--- src/rtl/training_scheduler.sv ---
// Perceptron training sequencer: streams samples from a memory into a perceptron,
// counts mispredictions per epoch and stops on a clean epoch or the epoch limit.
module training_scheduler #(
  parameter int unsigned N          = 8,
  parameter int unsigned ADDR_W     = 4,
  parameter int unsigned MAX_EPOCHS = 64
) (
  input  logic              clk,
  input  logic              rst,
  input  logic              start,
  input  logic              abort,
  input  logic [ADDR_W:0]   num_samples,
  input  logic [31:0]       learning_rate,
  output logic [ADDR_W-1:0] mem_addr,
  input  logic [N-2:0]      mem_x,
  input  logic [31:0]       mem_y,
  output logic [N-2:0]      p_x,
  output logic [31:0]       p_expected_y,
  output logic [31:0]       p_learning_rate,
  output logic              p_train,
  input  logic [31:0]       p_y,
  output logic              busy,
  output logic              done,
  output logic              converged,
  output logic [15:0]       epoch_count,
  output logic [ADDR_W:0]   error_count
);

  localparam int unsigned DEPTH = 2 ** ADDR_W;
  localparam int unsigned CW    = ADDR_W + 1;
  localparam int unsigned XW    = N - 1;
  localparam logic [CW-1:0] DEPTH_C = CW'(DEPTH);
  localparam logic [15:0]   MAX_C   = 16'(MAX_EPOCHS);

  typedef enum logic [2:0] {
    S_IDLE,
    S_FETCH,
    S_APPLY,
    S_SETTLE,
    S_EPOCH_END,
    S_DONE
  } state_t;

  state_t              r_state, w_state_nxt;
  logic [ADDR_W-1:0]   r_mem_addr, w_mem_addr_nxt;
  logic [ADDR_W-1:0]   r_last_addr, w_last_addr_nxt;
  logic [XW-1:0]       r_p_x, w_p_x_nxt;
  logic [31:0]         r_p_expected_y, w_p_expected_y_nxt;
  logic [31:0]         r_p_learning_rate, w_p_learning_rate_nxt;
  logic                r_p_train, w_p_train_nxt;
  logic                r_busy, w_busy_nxt;
  logic                r_done, w_done_nxt;
  logic                r_converged, w_converged_nxt;
  logic [15:0]         r_epoch_count, w_epoch_count_nxt;
  logic [CW-1:0]       r_error_count, w_error_count_nxt;
  logic [CW-1:0]       w_num;
  logic [ADDR_W-1:0]   w_last;
  logic [15:0]         w_epoch_inc;

  // Clamp requested sample count into 1..DEPTH and derive the last index.
  always_comb begin
    if (num_samples == '0) begin
      w_num = CW'(1);
    end else if (num_samples > DEPTH_C) begin
      w_num = DEPTH_C;
    end else begin
      w_num = num_samples;
    end
  end

  assign w_last      = ADDR_W'(w_num - CW'(1));
  assign w_epoch_inc = r_epoch_count + 16'd1;

  always_ff @(posedge clk or negedge rst) begin
    if (!rst) begin
      r_state           <= S_IDLE;
      r_mem_addr        <= '0;
      r_last_addr       <= '0;
      r_p_x             <= '0;
      r_p_expected_y    <= '0;
      r_p_learning_rate <= '0;
      r_p_train         <= 1'b0;
      r_busy            <= 1'b0;
      r_done            <= 1'b0;
      r_converged       <= 1'b0;
      r_epoch_count     <= '0;
      r_error_count     <= '0;
    end else begin
      r_state           <= w_state_nxt;
      r_mem_addr        <= w_mem_addr_nxt;
      r_last_addr       <= w_last_addr_nxt;
      r_p_x             <= w_p_x_nxt;
      r_p_expected_y    <= w_p_expected_y_nxt;
      r_p_learning_rate <= w_p_learning_rate_nxt;
      r_p_train         <= w_p_train_nxt;
      r_busy            <= w_busy_nxt;
      r_done            <= w_done_nxt;
      r_converged       <= w_converged_nxt;
      r_epoch_count     <= w_epoch_count_nxt;
      r_error_count     <= w_error_count_nxt;
    end
  end

  // Next-state and datapath; abort overrides every other transition.
  always_comb begin
    w_state_nxt           = r_state;
    w_mem_addr_nxt        = r_mem_addr;
    w_last_addr_nxt       = r_last_addr;
    w_p_x_nxt             = r_p_x;
    w_p_expected_y_nxt    = r_p_expected_y;
    w_p_learning_rate_nxt = r_p_learning_rate;
    w_p_train_nxt         = 1'b0;
    w_converged_nxt       = r_converged;
    w_epoch_count_nxt     = r_epoch_count;
    w_error_count_nxt     = r_error_count;

    if (abort) begin
      w_state_nxt = S_IDLE;
    end else begin
      case (r_state)
        S_IDLE, S_DONE: begin
          if (start) begin
            w_last_addr_nxt       = w_last;
            w_p_learning_rate_nxt = learning_rate;
            w_mem_addr_nxt        = '0;
            w_epoch_count_nxt     = '0;
            w_error_count_nxt     = '0;
            w_converged_nxt       = 1'b0;
            w_state_nxt           = S_FETCH;
          end
        end
        S_FETCH: begin
          w_state_nxt = S_APPLY;
        end
        S_APPLY: begin
          w_p_x_nxt          = mem_x;
          w_p_expected_y_nxt = mem_y;
          w_p_train_nxt      = 1'b1;
          w_state_nxt        = S_SETTLE;
        end
        S_SETTLE: begin
          if ((p_y != r_p_expected_y) && (r_error_count != DEPTH_C)) begin
            w_error_count_nxt = r_error_count + CW'(1);
          end
          if (r_mem_addr == r_last_addr) begin
            w_state_nxt = S_EPOCH_END;
          end else begin
            w_mem_addr_nxt = r_mem_addr + ADDR_W'(1);
            w_state_nxt    = S_FETCH;
          end
        end
        S_EPOCH_END: begin
          w_epoch_count_nxt = w_epoch_inc;
          if (r_error_count == '0) begin
            w_converged_nxt = 1'b1;
            w_state_nxt     = S_DONE;
          end else if (w_epoch_inc == MAX_C) begin
            w_state_nxt = S_DONE;
          end else begin
            w_error_count_nxt = '0;
            w_mem_addr_nxt    = '0;
            w_state_nxt       = S_FETCH;
          end
        end
        default: begin
          w_state_nxt = S_IDLE;
        end
      endcase
    end

    w_busy_nxt = (w_state_nxt != S_IDLE) && (w_state_nxt != S_DONE);
    w_done_nxt = (w_state_nxt == S_DONE);
  end

  assign mem_addr        = r_mem_addr;
  assign p_x             = r_p_x;
  assign p_expected_y    = r_p_expected_y;
  assign p_learning_rate = r_p_learning_rate;
  assign p_train         = r_p_train;
  assign busy            = r_busy;
  assign done            = r_done;
  assign converged       = r_converged;
  assign epoch_count     = r_epoch_count;
  assign error_count     = r_error_count;

endmodule
--- config.mk ---
export PLATFORM = sky130hd
export DESIGN_NAME = training_scheduler
export DESIGN_NICKNAME = d
export VERILOG_FILES = /design/src/rtl/training_scheduler.sv
export SDC_FILE = /design/constraint.sdc
export NUM_CORES = 1
export LEC_CHECK = 0
export CAP_MARGIN = 15
export CORE_MARGIN = 2
export CORE_UTILIZATION = 47
export DETAILED_ROUTE_END_ITERATION = 8
export PLACE_DENSITY = 0.86
export SYNTH_ARGS = -nofsm -noshare
export SYNTH_HDL_FRONTEND = slang
export SYNTH_SLANG_ARGS = --single-unit
--- constraint.sdc ---
create_clock -name clk -period 4.4 [get_ports clk]
set_input_delay 0.66 -clock clk [delete_from_list [all_inputs] [get_ports clk]]
set_output_delay 0.66 -clock clk [all_outputs]
set_load 0.005 [all_outputs]
; ---- Yosys cells after proc, flatten, opt, wreduce, memory -nomap -nowiden
; Index checks and enable logic that the tools add are counted.
[word_totals]
ff_bits = 107
input_bits = 112
out_inout_bits = 100
elab_cells = 75
[classes]
addsub = 4
order_cmp = 1
n_eq_ne = 17
mux = 25
n_bitwise = 1
reduce_logical = 15
[op_table]
columns = operator, n
row1 = 32-bit != test, 1
row2 = 16-bit case mux with 2 select lines, 1
row3 = 4-bit two-way mux, 6
row4 = 5-bit two-way mux, 4
row5 = "16-bit by 1-bit adder with 16-bit output, second input constant", 1
row6 = "16-bit by 7-bit equality test with 1-bit output, second input constant", 1
row7 = 16-bit two-way mux, 1
row8 = 3-bit two-way mux, 5
row9 = 3-bit case mux with 5 select lines, 1
row10 = 5-bit case mux with 3 select lines, 1
row11 = "2-bit != test, second input constant", 6
row12 = 4-bit case mux with 3 select lines, 1
row13 = 6-bit AND reduction, 2
row14 = 5-bit zero test, 2
row15 = "3-bit equality test, second input constant", 3
row16 = "3-bit by 2-bit equality test with 1-bit output, second input constant", 2
row17 = 3-bit AND reduction, 2
row18 = 3-bit nonzero test, 2
row19 = "5-bit by 1-bit adder with 5-bit output, second input constant", 1
row20 = "5-bit > comparator, second input constant", 1
row21 = "5-bit != test, second input constant", 1
row22 = "4-bit by 1-bit adder with 4-bit output, second input constant", 1
row23 = 4-bit equality test, 1
row24 = 1-bit two-way mux, 4
row25 = other kinds (11), 12

; ---- Depth between registers and ports, before layout
[logic_depth]
word_depth = 8
depth_mapped = 8

; ---- Worst setup path before layout
; OpenSTA, ideal clock, no wires.
[synth_timing]
path_kind = register to register
start = register r_epoch_count[0], in the netlist epoch_count[0]
end = register r_error_count[0], in the netlist error_count[0]
setup_ps = 125
t_arrival_ps = 1972
required_time_ps = 4275
path_slack_ps = 2303
stages_incl_launch_ff = 9
period_less_slack_ps = 2097
path_cell_list = dfrtp_1 > ha_1 > nand3_2 > nor3_2 > or3_1 > a32oi_1 > a31o_4 > a21o_1 > mux2_4
[synth_between]
elab_chain_cells = 4
[synth_lines]
columns = element, line
row1 = from (decl), 54  ; logic [15:0] r_epoch_count, w_epoch_count_nxt;
row2 = from (signal assigned), 99  ; r_epoch_count <= w_epoch_count_nxt;
row3 = 16-bit by 1-bit adder with 16-bit output, 72  ; assign w_epoch_inc = r_epoch_count + 16'd1;
row4 = 16-bit by 7-bit equality test with 1-bit output, 157  ; end else if (w_epoch_inc == MAX_C) begin
row5 = 2-bit != test (no line), n/a
row6 = 6-bit AND reduction (no line), n/a
row7 = to (signal assigned), 100  ; r_error_count <= w_error_count_nxt;
row8 = to (decl), 55  ; logic [CW-1:0] r_error_count, w_error_count_nxt;
; Every way passes these cells.
; A chain may end at the register's enable or synchronous reset.

; ---- Final worst setup path
[layout_timing]
start = input port abort
end = register r_p_learning_rate[10], in the netlist p_learning_rate[10]
[layout_between]
elab_chain_cells = 2
[layout_lines]
columns = element, line
row1 = from (decl), 11  ; input logic abort,
row2 = 1-bit inverter (no line), n/a
row3 = 3-bit AND reduction (no line), n/a
row4 = to (signal assigned), 94  ; r_p_learning_rate <= w_p_learning_rate_nxt;
row5 = to (decl), 49  ; logic [31:0] r_p_learning_rate, w_p_learning_rate_nxt;
; Every way passes these cells.

==> results.yml <==
layout:
  multiInputGateArea_um2: 2401
  final_nets: 831
  mostFrequentLayoutCells: "clkdlybuf4s50_1 (210), nand2_1 (119), dfrtp_1 (107), xnor2_1 (41), mux2_2 (31)"
  final_area_um2: 7604
  instances_no_fill: 859
  seq_area_um2: 2678
  fillers: 833
  layout_commonest_cell: "clkdlybuf4s50_1"
  area_growth_pct: 45.56
  layout-drive-gt1-share: 0.08901
  diodes: 0
logic_synthesis:
  yosysTopAreaCell: "dfrtp_1"
  ys_seq_area_frac: 0.5126
  synthFlopType: "dfrtp_1"
  ys_types: 54
  ys_ff_latch: 107
  ys_warn_count: 0
  synth_edf_count: 0
  synth.avg_cell_area_um2: 10.14
  synthArstFlopShare: 1.000
  postSynthCellCount: 515
  synth_area_leaders: "dfrtp_1 (51%), nand2_1 (8.6%), xnor2_1 (6.9%), mux2_2 (6.7%), o21ai_0 (2.8%)"
  synth_top_cell_area_share: 0.5126
  synthesis.nets: 632
  syn_area_um2: 5224
placed_design:
  detailed_place_hpwl_um: 10580
  placedCellCount: 843
  place_area_um2: 7423
  place_ws_ns: 1.337
  gp_congestion: 0.8464
  numPortBuffers: 211
routing:
  routed-wl-met3_um: 1244
  wl_per_cell_um: 16.26
  drc: 0
  met2WireLength_um: 6939
  routed_via_density: 5.265
  drt-met1-wl_um: 5516
  drt-initial-drc-count: 244
  vias: 4523
  ant_nets: 0
  wl_um: 13970
  drt_first_pass_iters: 7
  top_layer_used: "met4"
global_routing:
  grtUsageTotal: 0.2300
  antenna_found_initial: 0
  grt_pass1_vias: 4438
  grt_overflow: 0
  grt_first_pass_wirelength_um: 21540
  grt_start_max_net_pins: 75
timing:
  worst_slack_ns: 1.731
  fmax_mhz: 374.7
  period_needed_ns: 2.669
  fin_tns_setup_ns: 0
  slew-limit-headroom: 0.3291
  min_period_over_period: 0.6066
  tightest_slew_ns: 1.005
  setup_viol: 0
  slew_violations: 0
  holdWs_ns: 0.4049
  finalHoldViolations: 0
  rsz0062_at_grt: "false"
  skew_ns: 0.007456
clock_network:
  cts.clk_slew.worst_paths_ns: 0.10
  htree_levels: 3
  cts.sink_count: 107
  clock_insertion_delay_worst_skew_ns: 0.36
  cts_made_buffers: 9
  root_buffer: "clkbuf_8"
  cts_tree: "done"
  clk_path_buf_depth: 2
  hold_buffers: 0
  ctsResizeCount: 0
  cts_setup_buffers: 0
setup_path:
  crit_arrival_ns: 2.96
  r2r-start: "epoch_count[0]"
  crit_path_start: "abort"
  crit_required_ns: 4.69
  end_kind: "register"
  critPathLaunchType: "primary input"
  timing_worst_setup_path_type: "primary input to register"
  path_max_fanout: 40
floorplanning:
  fp.dieW_um: 109.4
  fp.coreArea_um2: 10840
  io_pins: 212
  start_util: 0.4819
  num_rows: 38
  die_h_um: 109.4
  die_area_um2: 11970
min_path:
  min_path_type: "primary input to async pin"
job:
  cap_violations: 0
status:
  status: "completed"
power_and_ir_drop:
  ir_drop_v: 0.0002868
  cellPowerDensity_nw_per_um2: 509.8
  p_leak_nw: 3.196
## synthesized netlist by cell type, drive strengths merged (6+ instances only)
cell and instances:
nand2 119, nand4 15, mux2 41, inv 10
clkbuf 14, a21oi 12, nand3 13, xnor2 41
nor2 21, nand2b 6, buf 12, nor3 9
o21ai 29, dfrtp 107
## worst paths after layout
kind	end	slack, ns	cells past startpoint
worst max register to register	busy	1.89	8
max in group asynchronous	p_expected_y[31]	2.95	2
worst max-delay path	p_learning_rate[10]	1.73	6
worst min register to register	p_learning_rate[13]	0.48	2
min in group clk	p_learning_rate[13]	0.48	2
worst min-delay path	epoch_count[6]	0.40	1
## power by group
| part | total, W | internal [W] | switching, W |
|---|---|---|---|
| registers | 0.00166 | 0.00135 | 0.000308 |
| logic | 0.00166 | 0.00107 | 0.000590 |
| clock network | 0.000557 | 0.000223 | 0.000334 |
| total | 0.00388 | 0.00264 | 0.00123 |
## flip-flops by register name, indices dropped and copies added, names as in the netlist
signal           count
converged            1
done                 1
p_learning_rate     32
epoch_count         16
busy                 1
error_count          5
p_train              1
p_x                  7
r_last_addr          4
p_expected_y        32
r_state              3
mem_addr             4
## cell type report
class	instances	share of cell area
sequential	107	0.3521
clock buffer	11	0.01859
tap	140	0.02304
inverter	10	0.004937
multi-input combinational	372	0.3158
clock inverter	5	0.005101
timing repair buffer	214	0.2804
## through the flow
stage / util / total power, W
6_report: 0.7014 / 0.003876
5_1_grt: 0.7014 / 0.004145
4_1_cts: 0.7014 / 0.003917
3_5_place_dp: 0.6848 / 0.003359
3_3_place_gp: 0.6848 / 0.003283
2_1_floorplan: - / 0.002348
## worst max-delay path: stages
cell and delay [ns]:
clkdlybuf4s50_1 0.58, or3_1 0.43, buf_4 0.25, inv_1 0.78, nand2_1 0.14, nand2_1 0.10
## per-layer routing
layer	vias up	GRT usage
met1	2175	0.2716
met4	0	0.08499
met3	17	0.06224
met5	-	0
li1	2158	-
met2	173	0.4008
## cell families after synthesis
logic type,count (synthesis),share of synthesized area
flip-flops,107,0.5126
AO/OA/AOI/OAI,68,0.08192
adder cells (fa/ha/maj),5,0.01198
multiplexers,44,0.09485
XOR/XNOR,42,0.07042
AND/OR/NAND/NOR,213,0.1995
buffers and inverters,36,0.02874
Power figures use the tool's default switching activity.
